<file path="src/rtl/regfile_pkg.sv">
// Shared datapath widths and register-file constants for the CPU core.
package regfile_pkg;
    localparam int unsigned DATA_W   = 32;
    localparam int unsigned ADDR_W   = 5;
    localparam int unsigned NUM_REGS = 32;
    localparam int unsigned ZERO_REG = 0;
endpackage

</file>
<file path="src/rtl/reg_n_en.sv">
// n-bit storage register with synchronous active-high reset and write enable.
module reg_n_en #(
    parameter int unsigned n = 32
) (
    input  logic         i_clk,
    input  logic         i_rst,
    input  logic         i_en,
    input  logic [n-1:0] i_d,
    output logic [n-1:0] o_q
);

    logic [n-1:0] r_q;

    always_ff @(posedge i_clk) begin
        if (i_rst) begin
            r_q <= '0;
        end else if (i_en) begin
            r_q <= i_d;
        end
    end

    assign o_q = r_q;

endmodule

</file>
<file path="src/rtl/regfile.sv">
// 2**m x n register file: two combinational read ports, one synchronous write port, r0 hardwired.
// Define REGFILE_BYPASS_EN to forward same-cycle write data onto the read ports.
module regfile
    import regfile_pkg::*;
#(
    parameter int unsigned n = DATA_W,
    parameter int unsigned m = ADDR_W
) (
    input  logic         clk,
    input  logic         rst,
    input  logic         RegWr,
    input  logic [m-1:0] Rw,
    input  logic [n-1:0] busW,
    input  logic [m-1:0] Ra,
    input  logic [m-1:0] Rb,
    output logic [n-1:0] busA,
    output logic [n-1:0] busB
);

    localparam int unsigned Nregs = 2 ** m;

    logic [n-1:0] w_regs [Nregs];

    // r0 has no storage; it is a constant zero on both read ports.
    assign w_regs[ZERO_REG] = '0;

    for (genvar i = 1; i < Nregs; i++) begin : g_reg
        logic w_we;
        assign w_we = RegWr && (Rw == m'(i));

        reg_n_en #(
            .n (n)
        ) u_reg (
            .i_clk (clk),
            .i_rst (rst),
            .i_en  (w_we),
            .i_d   (busW),
            .o_q   (w_regs[i])
        );
    end

`ifdef REGFILE_BYPASS_EN
    logic w_fwd_ok;
    assign w_fwd_ok = RegWr && !rst && (Rw != m'(ZERO_REG));

    always_comb begin
        busA = w_regs[Ra];
        busB = w_regs[Rb];
        if (w_fwd_ok && (Rw == Ra)) begin
            busA = busW;
        end
        if (w_fwd_ok && (Rw == Rb)) begin
            busB = busW;
        end
    end
`else
    always_comb begin
        busA = w_regs[Ra];
        busB = w_regs[Rb];
    end
`endif

endmodule
</file>
<file path="config.mk">
export PLATFORM = sky130hd
export DESIGN_NAME = regfile
export DESIGN_NICKNAME = d
export VERILOG_FILES = /design/src/rtl/regfile_pkg.sv /design/src/rtl/reg_n_en.sv /design/src/rtl/regfile.sv
export SDC_FILE = /design/constraint.sdc
export NUM_CORES = 2
export LEC_CHECK = 0
export BUFFER_PORTS_ARGS = -buffer_cell sky130_fd_sc_hd__buf_2
export CAP_MARGIN = 20
export CORE_UTILIZATION = 45
export DETAILED_ROUTE_END_ITERATION = 8
export HOLD_SLACK_MARGIN = 0.06
export SLEW_MARGIN = 5
export SYNTH_ARGS = -nofsm -noshare
export SYNTH_HDL_FRONTEND = slang
export SYNTH_SLANG_ARGS = --single-unit
</file>
<file path="constraint.sdc">
create_clock -name clk -period 6 [get_ports clk]
set_input_delay 0.9 -clock clk [delete_from_list [all_inputs] [get_ports clk]]
set_output_delay 0.9 -clock clk [all_outputs]
set_load 0.01 [all_outputs]
</file>
# Word-level counts from Yosys, hierarchy flattened
# Index checks and enable logic that the tools add are counted.
dict set report totals {
  ff_bits 992
  latchBits 0
  ram_bits 0
  mem_bits_ro 0
  inputBits 50
  out_inout_bits 64
  wordCells 103
  n_memories 0
}
dict set report op_classes {
  add_sub_neg 0
  n_mul 0
  div 0
  n_lt_le_gt_ge 2
  n_eq_ne 31
  shift 0
  n_mux 6
  n_bitwise 2
  n_reduce_logical 31
}
# op count
set op_table {}
lappend op_table {{binary-select mux 32 bit (select 5 bit)} 2}
lappend op_table {{2-to-1 mux 32 bit} 4}
lappend op_table {{equality test 5 bit, second input constant} 16}
lappend op_table {{equality test 5 x 4 -> 1 bit, second input constant} 8}
lappend op_table {{logical AND 1 bit} 31}
lappend op_table {{equality test 5 x 3 -> 1 bit, second input constant} 4}
lappend op_table {{>= comparator 6 bit, second input constant} 2}
lappend op_table {{inverter 5 -> 6 bit} 2}
lappend op_table {{equality test 5 x 2 -> 1 bit, second input constant} 2}
lappend op_table {{equality test 5 x 1 -> 1 bit, second input constant} 1}

# Longest topological paths before layout
dict set report logic_depth {
  word_depth 4
  ltp_mapped 8
  ltp_nobuf 4
}

# Hierarchy
# Synthesis repeated with hierarchy kept, for this count alone.
dict set report unflattened {
  hier_cells 4655
  hier_area_um2 52424.0
}
# module instances cells_per_inst area_each_um2 seq_area_each_um2
set modules_own_cells {}
lappend modules_own_cells {reg_n_en 31 103 1163.6 640.6}
lappend modules_own_cells {regfile 1 1462 16351.9 0.0}

# Worst setup path before layout
# Ideal clock, no wire load.
dict set report synth_path {
  path_kind {input -> output}
  start {input port Rb[1]}
  end {output port busB[0]}
  arrival_ns 2.772
  path_slack_ns 2.328
  cell_stages 7
  path_buffers 4
  cell_sequence {clkbuf_1 -> buf_2 -> clkbuf_1 -> buf_2 -> mux4_2 -> mux4_2 -> mux2_2}
}
dict set report synth_via {
  elab_chain_cells 4
}
# element line
set synth_lines {}
lappend synth_lines {{start, declared} regfile.sv:15} ;# input logic [m-1:0] Rb,
lappend synth_lines {{inverter 5 -> 6 bit (implied by the code)} regfile.sv:59} ;# busB = w_regs[Rb];
lappend synth_lines {{binary-select mux 32 bit (select 5 bit)} regfile.sv:59}
lappend synth_lines {{2-to-1 mux 32 bit (implied by the code) (2 in a row)} regfile.sv:59}
lappend synth_lines {{end, declared} regfile.sv:17} ;# output logic [n-1:0] busB
# No other way between the ends. The select of a mux whose other input is x is not followed.

# Worst setup path in the final report
dict set report layout_path {
  start {input port Ra[1]}
  end {output port busA[6]}
}
dict set report layout_via {
  elab_chain_cells 4
}
# element line
set layout_lines {}
lappend layout_lines {{start, declared} regfile.sv:14} ;# input logic [m-1:0] Ra,
lappend layout_lines {{inverter 5 -> 6 bit (implied by the code)} regfile.sv:58} ;# busA = w_regs[Ra];
lappend layout_lines {{binary-select mux 32 bit (select 5 bit)} regfile.sv:58}
lappend layout_lines {{2-to-1 mux 32 bit (implied by the code) (2 in a row)} regfile.sv:58}
lappend layout_lines {{end, declared} regfile.sv:16} ;# output logic [n-1:0] busA,
# No other way between the ends. The select of a mux whose other input is x is not followed.

==> results.py <==
metrics = {
    "outcome": {
        "status": "finished clean",
    },
    "timing": {
        "maxSlewHeadroom": 0.172,
        "min_period_over_period": 0.780,
        "min_period_ns": 4.68,
        "timing.hold.ws_ns": 0.464,
        "worstMarginPinSlew_ns": 1.24,
        "rsz0062_at_grt": "no",
        "setup-violations-final": 0,
        "slew_violations": 0,
        "clock_skew_ns": 0,
        "hold_viol": 0,
        "fin_setup_tns_ns": 0,
        "max_freq_ghz": 0.214,
    },
    "power_and_ir_drop": {
        "cellLeakagePower_nw": 18.0,
        "irDropWorstVdd_mv": 0.249,
        "p_sw_frac": 0.253,
        "combPwrFrac": 0.074,
        "power.internal_w": 0.0110,
        "pwr-share-seq": 0.451,
        "clkPwrFrac": 0.475,
        "power.switching_w": 0.00375,
        "p_per_area_nw_per_um2": 267,
    },
    "synthesis": {
        "ys_seq_elements": 992,
        "synthAdderAreaFrac": 0,
        "synth_top_family_by_area": "multiplexers",
        "yosys.area.top_type": "dfxtp_1",
        "synthCells": 5618,
        "synth-simple-area-share": 0.162,
        "avgSynthCellArea_um2": 8.93,
        "synth_top_area_share": 0.396,
        "synth_warnings": 0,
        "syn_nets": 5668,
        "synthMuxAreaShare": 0.256,
        "synth_xor_xnor_area_share": 0,
        "synth-compound-area-share": 0.138,
        "synthTopCellsByArea": "dfxtp_1, mux4_2, nand2_1",
        "syn_area_um2": 50200,
        "synth_cell_type_count": 29,
        "synth_seq_area_share": 0.396,
    },
    "run": {
        "maxCapViolCount": 0,
    },
    "cells_and_area": {
        "fin_nets": 5412,
        "synthToLayoutAreaGrowth_pct": 10.2,
        "n_fill_cell": 10200,
        "drive_gt1_frac": 0.194,
        "largest_reg_flops": 992,
    },
    "clocking": {
        "clkTransAtPathRegs_ns": 0.06,
        "post-cts-setup-buffers": 0,
        "clock_sinks": 992,
        "clk_latency_ns": 0.71,
        "cts_root_buf": "clkbuf_16",
        "cts_buffers": 107,
        "cts_tree": "yes",
        "clk_path_buf_depth": 3,
        "cts_resized": 0,
        "cts.hold.buffers_added": 0,
        "htree_levels": 3,
    },
    "critical_path": {
        "reg2reg_depth": 2,
        "r2r_end": "g_reg[9].u_reg.o_q[28]",
        "worstSetupPathType": "in -> out",
        "r2r-start": "g_reg[9].u_reg.o_q[28]",
        "cp_max_fo": 39,
        "start_kind": "input port",
        "critPathArrivalTime_ns": 3.78,
        "cp-end-kind": "output port",
        "required_ns": 5.10,
        "rrSetupSlack_ns": 5.27,
    },
    "die": {
        "io_pins": 114,
        "dieWidth_um": 336,
        "dieArea_um2": 113000,
        "initial_utilization": 0.454,
        "core_area_um2": 111000,
        "chipHeight_um": 336,
        "rows": 122,
    },
    "routing": {
        "vias": 44300,
        "drt_iter0_drc": 6225,
        "routed_wl_um": 200000,
        "vias_per_cell": 6.38,
        "route.detailed.drc": 0,
        "first_pass_iters": 6,
        "ant_nets": 0,
        "post_drt_wl_per_cell_um": 28.8,
    },
    "min_path": {
        "whs_path_depth": 2,
        "whs_endpoint": "g_reg[13].u_reg.o_q[2]",
        "hold_start": "g_reg[13].u_reg.o_q[2]",
        "hold_path_class": "reg -> reg",
    },
    "placement": {
        "place_hpwl_um": 119000,
        "gp_congestion": 0.910,
        "numPortBuffers": 113,
    },
    "global_route": {
        "grt_pass1_wl_um": 290000,
        "grt_max_degree": 199,
        "grt_use_total": 0.350,
        "grt_overflow": 0,
        "antenna_found_initial": 15,
        "first_global_vias": 41600,
    },
}
## placed cells by master, fill, tap and decap left out, types with 23 or more instances in the layout
cell / n
nand2_1: 1985
a21oi_1: 992
dfxtp_1: 992
mux4_2: 480
a22o_1: 128
buf_4: 108
clkbuf_16: 107
buf_2: 103
mux2i_1: 96
mux2_2: 96
and2_1: 33
nand2_2: 32
o22ai_1: 32
a211oi_1: 32
o21ai_0: 32
o31ai_1: 32
clkbuf_1: 23
## cell families (layout without fill, tap and decap cells)
| logic type | Yosys count | after routing |
|---|---|---|
| AND/OR/NAND/NOR | 2105 | 2105 |
| AO/OA/AOI/OAI | 1248 | 1248 |
| flip-flops | 992 | 992 |
| multiplexers | 672 | 672 |
| buffers and inverters | 601 | 430 |
| other | 0 | 8 |
## stage by stage
step           power, W  instances  worst slack [ns]  cell area, um^2   util
4_1_cts          0.0148       6933              1.33            55300  0.500
2_1_floorplan   0.00751       5618              2.33            50200      -
5_1_grt          0.0151       6938              1.38            55300  0.500
3_3_place_gp    0.00787       6738              1.32            51600  0.466
3_5_place_dp    0.00788       6739              1.33            51600  0.466
6_report         0.0148       6943              1.32            55300  0.500
## synth_stat cells, drive strengths merged
library cell  instances
nor2b                 6
nand4                 1
buf                 180
nand2b                3
dfxtp               992
o21ai                32
inv                   1
a211oi               32
nand4b                3
nand2              2017
and4bb                3
and4b                 3
mux4                480
nor3                  4
nor4b                 1
mux2i                96
mux2                 96
nor2                 14
clkbuf              420
o31ai                32
o22ai                32
a21oi               992
a22o                128
and2                 49
and4                  1
## cell type report
cell class / instances / area (um^2) / share of cell area
multi-input combinational: 4025 / 28200 / 0.509
sequential: 992 / 19900 / 0.359
clock buffer: 149 / 3030 / 0.0547
tap: 1488 / 1860 / 0.0336
timing repair buffer: 235 / 1760 / 0.0318
clock inverter: 45 / 647 / 0.0117
antenna: 8 / 20.0 / 0.000362
inverter: 1 / 3.75 / 0.0000678
## how the worst max path moves through the flow
stage | from | endpoint | slack [ns] | depth (start not counted)
2_1_floorplan | Rb[1] | busB[0] | 2.33 | 7
3_3_place_gp | Ra[1] | busA[6] | 1.32 | 7
3_5_place_dp | Ra[1] | busA[6] | 1.33 | 7
4_1_cts | Ra[1] | busA[6] | 1.33 | 7
5_1_grt | Ra[0] | busA[20] | 1.38 | 7
6_report | Ra[1] | busA[6] | 1.32 | 9
## per-layer routing
layer | global-route usage | routed length, um
met4 | 0.176 | 10800
met1 | 0.469 | 76100
met2 | 0.527 | 88600
met3 | 0.0831 | 24500
met5 | 0 | 7
## worst max-delay path, cell delays in order
cell and delay [ns]:
buf_4 0.63, nor2b_4 0.69, buf_4 0.48, a22o_1 0.18
o21ai_0 0.07, o31ai_1 0.20, clkbuf_4 0.32, buf_4 0.12
buf_2 0.12
## power by group through the flow
stage	clock network, W	registers [W]	logic, W
global placement	0	0.00681	0.00105
finish	0.00702	0.00667	0.00109
detailed placement	0	0.00682	0.00106
CTS	0.00705	0.00667	0.00106
global route	0.00732	0.00667	0.00113
floorplan	0	0.00680	0.000707
No activity file was read; power rests on OpenSTA's default activity.
